## config.mk

```make
export PLATFORM = sky130hd
export DESIGN_NAME = uart_word_rx
export DESIGN_NICKNAME = d
export VERILOG_FILES = /design/src/rtl/uart_pkg.sv /design/src/rtl/uart_rx_byte.sv /design/src/rtl/uart_word_rx.sv
export SDC_FILE = /design/constraint.sdc
export NUM_CORES = 1
export LEC_CHECK = 0
export BUFFER_PORTS_ARGS = -buffer_cell sky130_fd_sc_hd__clkbuf_2
export CAP_MARGIN = 20
export CORE_MARGIN = 3
export CORE_UTILIZATION = 61
export CTS_CLUSTER_DIAMETER = 50
export CTS_CLUSTER_SIZE = 40
export DETAILED_ROUTE_END_ITERATION = 10
export GPL_TIMING_DRIVEN = 0
export HOLD_SLACK_MARGIN = 0.1
export PLACE_DENSITY = 0.9
export SYNTH_ARGS = -nofsm -noshare
export SYNTH_HDL_FRONTEND = slang
export SYNTH_HIERARCHICAL = 1
export SYNTH_SLANG_ARGS = --single-unit
```

## constraint.sdc

```tcl
create_clock -name clk -period 5.18 [get_ports clk]
set_clock_uncertainty 0.15 [all_clocks]
set_input_delay 0.777 -clock clk [delete_from_list [all_inputs] [get_ports clk]]
set_output_delay 0.777 -clock clk [all_outputs]
set_load 0.1 [all_outputs]
```

## src/rtl/uart_pkg.sv

```systemverilog
// rtl/uart_pkg.sv - shared state type and constants for the UART word receiver
package uart_pkg;

  typedef enum logic [2:0] {
    IDLE   = 3'd0,
    START  = 3'd1,
    DATA   = 3'd2,
    PARITY = 3'd3,
    STOP   = 3'd4
  } rx_state_t;

  localparam int LANE_W = 8;

  function automatic int calc_clks_per_bit(input int clk_hz, input int baud);
    return clk_hz / baud;
  endfunction

endpackage

```

## src/rtl/uart_rx_byte.sv

```systemverilog
// rtl/uart_rx_byte.sv - line synchroniser, byte framing FSM and bit-period counter
// Optional even parity is compiled in with UART_RX_PARITY_EN.
module uart_rx_byte
  import uart_pkg::*;
#(
  parameter int CLKS_PER_BIT = 868
) (
  input  logic              clk,
  input  logic              rst,
  input  logic              rxd,
  output logic [LANE_W-1:0] byte_data,
  output logic              byte_valid,
  output logic              frame_err_pulse,
`ifdef UART_RX_PARITY_EN
  output logic              parity_err_pulse,
`endif
  output logic              busy
);

  localparam int CNT_W = $clog2(CLKS_PER_BIT);
  localparam logic [CNT_W-1:0] FULL = CNT_W'(CLKS_PER_BIT - 1);
  localparam logic [CNT_W-1:0] HALF = CNT_W'(CLKS_PER_BIT / 2 - 1);

  logic [1:0]        sync;
  logic              rxs;
  rx_state_t         state;
  logic [CNT_W-1:0]  cnt;
  logic [2:0]        bit_idx;
  logic [LANE_W-1:0] shreg;
  logic              tick;
  logic              stop_sample;
`ifdef UART_RX_PARITY_EN
  logic              par_bad;
`endif

  assign rxs         = sync[1];
  assign tick        = (cnt == '0);
  assign stop_sample = (state == STOP) && tick;
  assign busy        = (state != IDLE);
  assign byte_data   = shreg;

  always_ff @(posedge clk) begin
    if (rst) begin
      sync    <= 2'b11;
      state   <= IDLE;
      cnt     <= '0;
      bit_idx <= '0;
      shreg   <= '0;
`ifdef UART_RX_PARITY_EN
      par_bad <= 1'b0;
`endif
    end else begin
      sync <= {sync[0], rxd};
      case (state)
        IDLE: begin
          if (!rxs) begin
            state <= START;
            cnt   <= HALF;
          end
        end
        START: begin
          if (tick) begin
            if (rxs) begin
              state <= IDLE;
            end else begin
              state   <= DATA;
              cnt     <= FULL;
              bit_idx <= '0;
`ifdef UART_RX_PARITY_EN
              par_bad <= 1'b0;
`endif
            end
          end else begin
            cnt <= cnt - CNT_W'(1);
          end
        end
        DATA: begin
          if (tick) begin
            shreg   <= {rxs, shreg[LANE_W-1:1]};
            cnt     <= FULL;
            bit_idx <= bit_idx + 3'd1;
            if (bit_idx == 3'd7) begin
`ifdef UART_RX_PARITY_EN
              state <= PARITY;
`else
              state <= STOP;
`endif
            end
          end else begin
            cnt <= cnt - CNT_W'(1);
          end
        end
`ifdef UART_RX_PARITY_EN
        PARITY: begin
          if (tick) begin
            par_bad <= (rxs != ^shreg);
            cnt     <= FULL;
            state   <= STOP;
          end else begin
            cnt <= cnt - CNT_W'(1);
          end
        end
`endif
        STOP: begin
          // Leave mid stop bit so a back-to-back start edge is caught on time.
          if (tick) begin
            state <= IDLE;
          end else begin
            cnt <= cnt - CNT_W'(1);
          end
        end
        default: state <= IDLE;
      endcase
    end
  end

  assign frame_err_pulse = stop_sample && !rxs;
`ifdef UART_RX_PARITY_EN
  assign byte_valid       = stop_sample && rxs && !par_bad;
  assign parity_err_pulse = (state == PARITY) && tick && (rxs != ^shreg);
`else
  assign byte_valid       = stop_sample && rxs;
`endif

endmodule

```

## src/rtl/uart_word_rx.sv

```systemverilog
// rtl/uart_word_rx.sv - UART receiver packing four little-endian bytes into 32-bit write strobes
// Define UART_RX_PARITY_EN for an even-parity bit after each data byte.
module uart_word_rx
  import uart_pkg::*;
#(
  parameter int CLK_HZ       = 100_000_000,
  parameter int BAUD         = 115200,
  parameter int CLKS_PER_BIT = calc_clks_per_bit(CLK_HZ, BAUD)
) (
  input  logic        clk,
  input  logic        rst,
  input  logic        rxd,
  output logic [31:0] wd,
  output logic        we,
  output logic        busy,
  output logic        frame_err,
  output logic        parity_err
);

  if (CLKS_PER_BIT < 4) begin : g_cpb_check
    $error("uart_word_rx: CLKS_PER_BIT must be at least 4");
  end

  logic [LANE_W-1:0] byte_data;
  logic              byte_valid;
  logic              frame_err_pulse;
  logic [1:0]        lane;
`ifdef UART_RX_PARITY_EN
  logic              parity_err_pulse;
`endif

  uart_rx_byte #(
    .CLKS_PER_BIT(CLKS_PER_BIT)
  ) u_byte (
    .clk             (clk),
    .rst             (rst),
    .rxd             (rxd),
    .byte_data       (byte_data),
    .byte_valid      (byte_valid),
    .frame_err_pulse (frame_err_pulse),
`ifdef UART_RX_PARITY_EN
    .parity_err_pulse(parity_err_pulse),
`endif
    .busy            (busy)
  );

  // Discarded bytes never reach here, so the lane only moves on good bytes.
  always_ff @(posedge clk) begin
    if (rst) begin
      wd        <= '0;
      we        <= 1'b0;
      lane      <= '0;
      frame_err <= 1'b0;
    end else begin
      we <= 1'b0;
      if (frame_err_pulse) begin
        frame_err <= 1'b1;
      end
      if (byte_valid) begin
        wd[lane*LANE_W +: LANE_W] <= byte_data;
        lane                      <= lane + 2'd1;
        if (lane == 2'd3) begin
          we <= 1'b1;
        end
      end
    end
  end

`ifdef UART_RX_PARITY_EN
  always_ff @(posedge clk) begin
    if (rst) begin
      parity_err <= 1'b0;
    end else if (parity_err_pulse) begin
      parity_err <= 1'b1;
    end
  end
`else
  assign parity_err = 1'b0;
`endif

endmodule

```

==> impl_metrics.csv <==
group,metric,value,unit
status,outcome,"finished, final reports clean",
job,drv_cap,0,
cells_and_area,design_area,3241,um^2
floorplanning,dieHeight,73.39,um
yosys,yosysTopAreaCell,"dfxtp_1",
floorplanning,die-area,5386,um^2
route,finalWirelength,6893,um
timing,setup_tns,0,ns
worst_setup_path,r2r-end,"wd[31]",
power,p_leak,1.303,nW
yosys,synth-edff-count,0,
worst_hold_path,min_to,"u_byte/sync[1]",
floorplanning,io_pins,39,
route,drc_errors,0,
worst_setup_path,ff2ff_path_depth,11,
yosys,synth.net_count,319,
yosys,synth_top_area_share,44.81,%
yosys,yosysMostFrequentCell,"dfxtp_1",
cells_and_area,diodes,0,
yosys,ys_ff_latch,62,
floorplanning,core_area,4202,um^2
worst_setup_path,required,5.30,ns
worst_setup_path,r2r_start,"u_byte/cnt[0]",
clock_network,htreeDepth,3,
cells_and_area,area_growth,16.98,%
timing,setup_violations,0,
place,dpl.hpwl,4456,um
clock_network,clk_latency,0.34,ns
global_routing,antenna_found_initial,0,
clock_network,clkTransAtPathRegs,0.07,ns
clock_network,clk_path_buf_depth,2,
route,wire_per_inst,16.81,um
cells_and_area,fillCellCount,283,
worst_setup_path,reg2reg_slack,2.29,ns
yosys,seq_area_frac_synth,44.81,%
power,ir_drop,0.0001808,V
global_routing,use_met3,4.651,%
cells_and_area,final_layout_size_suffix_gt1_share,20.00,%
route,ant_nets,0,
timing,worst_slew_pin_slew,0.6556,ns
worst_setup_path,worstPathMaxFanout,10,
yosys,avgSynthCellArea,9.023,um^2
yosys,yosys.cell_types.count,52,
yosys,synth_commonest_cells,"dfxtp_1 (62), nor2_1 (42), nand2_1 (18)",
global_routing,grt_pass1_wl,11040,um
global_routing,use_met2,40.12,%
yosys,ys_warn_count,6,
timing,period_share,55.83,%
yosys,syn_area,2770,um^2
floorplanning,row_count,23,
worst_setup_path,path_class,"flop to flop",
global_routing,busiest_layer,"met2",
floorplanning,die_w,73.39,um
global_routing,grt_pass1_vias,2294,
clock_network,cts_tree,"built",
worst_hold_path,hold_path_depth,1,
floorplanning,start_util,65.93,%
worst_setup_path,arrival,3.01,ns
yosys,ys_top_cells_by_area,"dfxtp_1 (45%), nor2_1 (5.7%), a32oi_1 (4.7%)",
timing,hold_viol_final,0,
yosys,synth-main-ff-cell,"dfxtp_1",
cells_and_area,nNetsFinal,367,
clock_network,root_buffer,"clkbuf_8",
yosys,syn_inst,307,
timing,rsz0062_at_grt,"false",
global_routing,grt_use_total,26.93,%
timing,fin_crit,2.892,ns
power,power_density,344.1,nW/um^2
global_routing,grt_start_max_net_pins,12,
worst_hold_path,hold_class,"flop to flop",
global_routing,gr-total-overflow,0,
route,first_iter_violations,268,
clock_network,clock-sinks,62,
timing,max_freq,0.3458,GHz
clock_network,cts_resized,0,
clock_network,cts_buffers,9,
route,vias_per_cell,6.271,
clock_network,cts_setup_buffers,0,
place,finalWeightedCongestion,0.9155,
route,vias,2571,
clock_network,cts_hold_buffers,0,
route,dr.pass1.iters,5,
yosys,async_flop_share,0,%
place,place_area,3018,um^2
worst_setup_path,start_kind,"flop",
worst_hold_path,worstHoldStart,"u_byte/sync[0]",
global_routing,globalRouteMet1Util,37.59,%
timing,drv_slew,0,
place,numPortBuffers,37,
worst_setup_path,crit_path_end_kind,"flop",
timing,timing.slew.headroom,55.89,%
## worst max-delay path, cell delays in order, from the launching register on
cell and delay, ns:
dfxtp_1 0.35, inv_1 0.07, ha_1 0.17, or4b_1 0.44
buf_2 0.20, nor3_2 0.39, and3_1 0.26, buf_4 0.19
and2b_4 0.18, buf_6 0.13, nand4_1 0.12, a21oi_1 0.16
## final cells by class
class                      count  area, um^2  share of cell area, %
buffer                        21       113.9                  3.514
sequential                    62        1241                  38.30
clock inverter                 5       81.33                  2.510
multi-input combinational    217        1389                  42.86
tap                           50       62.56                  1.931
inverter                       7       26.28                 0.8108
clock buffer                  11       141.4                  4.363
timing repair buffer          37       185.2                  5.714
## registers in the layout, summed over array words and instances (netlist names)
signal / cells
frame_err: 1
lane: 2
u_byte/bit_idx: 3
u_byte/byte_data: 8
u_byte/cnt: 10
u_byte/state: 3
u_byte/sync: 2
wd: 32
we: 1
## through the flow
stage	power, mW	worst slack, ns	hold slack (ns)	std cells	util, %
after floorplan	0.6113	2.724	0.2395	307	-
after global placement	0.6370	2.406	0.2419	394	71.83
after detailed placement	0.6403	2.394	0.2442	394	71.83
after CTS	1.112	2.357	0.2589	410	77.13
after global routing	1.153	2.160	0.2778	410	77.13
final	1.115	2.288	0.2611	410	77.13
## where the power goes
part | internal [mW] | switching, mW | total, mW | leakage, nW
logic | 0.0481 | 0.0888 | 0.137 | 0.692
registers | 0.487 | 0.0121 | 0.499 | 0.501
clock network | 0.285 | 0.194 | 0.479 | 0.110
total | 0.820 | 0.295 | 1.12 | 1.30
## cell usage in the layout (no fill, tap or decap), drive strengths merged, types with 2 or more instances in the layout
cell type	Yosys	routed
a211oi	5	5
a21oi	15	15
a22oi	2	2
a311oi	2	2
a31oi	4	4
a32oi	15	15
and2b	2	2
and3	2	2
and3b	4	4
buf	12	12
bufinv	0	2
clkbuf	9	57
dfxtp	62	62
ha	9	9
inv	7	8
mux2i	10	10
nand2	18	18
nand2b	7	7
nand3	2	2
nand3b	12	12
nand4	6	6
nor2	42	42
nor2b	2	2
nor3	8	8
nor4	3	3
o21ai	19	19
or2	4	4
or3	3	3
or4	2	2
xnor2	2	2
xor2	3	3
## metal layers
layer | up-vias | wire (um)
li1 | 1209 | -
met2 | 137 | 3156
met4 | 0 | 110
met5 | - | 0
met3 | 10 | 612
met1 | 1215 | 3013
## worst max-delay path by stage
stage                  start  slack, ns           endpoint
2_1_floorplan  u_byte/cnt[0]       2.72  u_byte/bit_idx[1]
3_3_place_gp   u_byte/cnt[0]       2.41             wd[31]
3_5_place_dp   u_byte/cnt[0]       2.39             wd[31]
4_1_cts        u_byte/cnt[0]       2.36             wd[31]
5_1_grt        u_byte/cnt[0]       2.16             wd[30]
6_report       u_byte/cnt[0]       2.29             wd[31]
## cells by family (layout without fill, tap and decap cells)
logic type	after synthesis	after routing	share of synthesized area [%]
AND/OR/NAND/NOR	124	124	24.62
AO/OA/AOI/OAI	68	68	16.13
flip-flops	62	62	44.81
buffers and inverters	28	81	5.059
multiplexers	10	10	3.614
adder cells (fa/ha/maj)	9	9	4.065
XOR/XNOR	5	5	1.581
other	1	1	0.1354
Note: power is estimated with default switching activity, not from simulation.
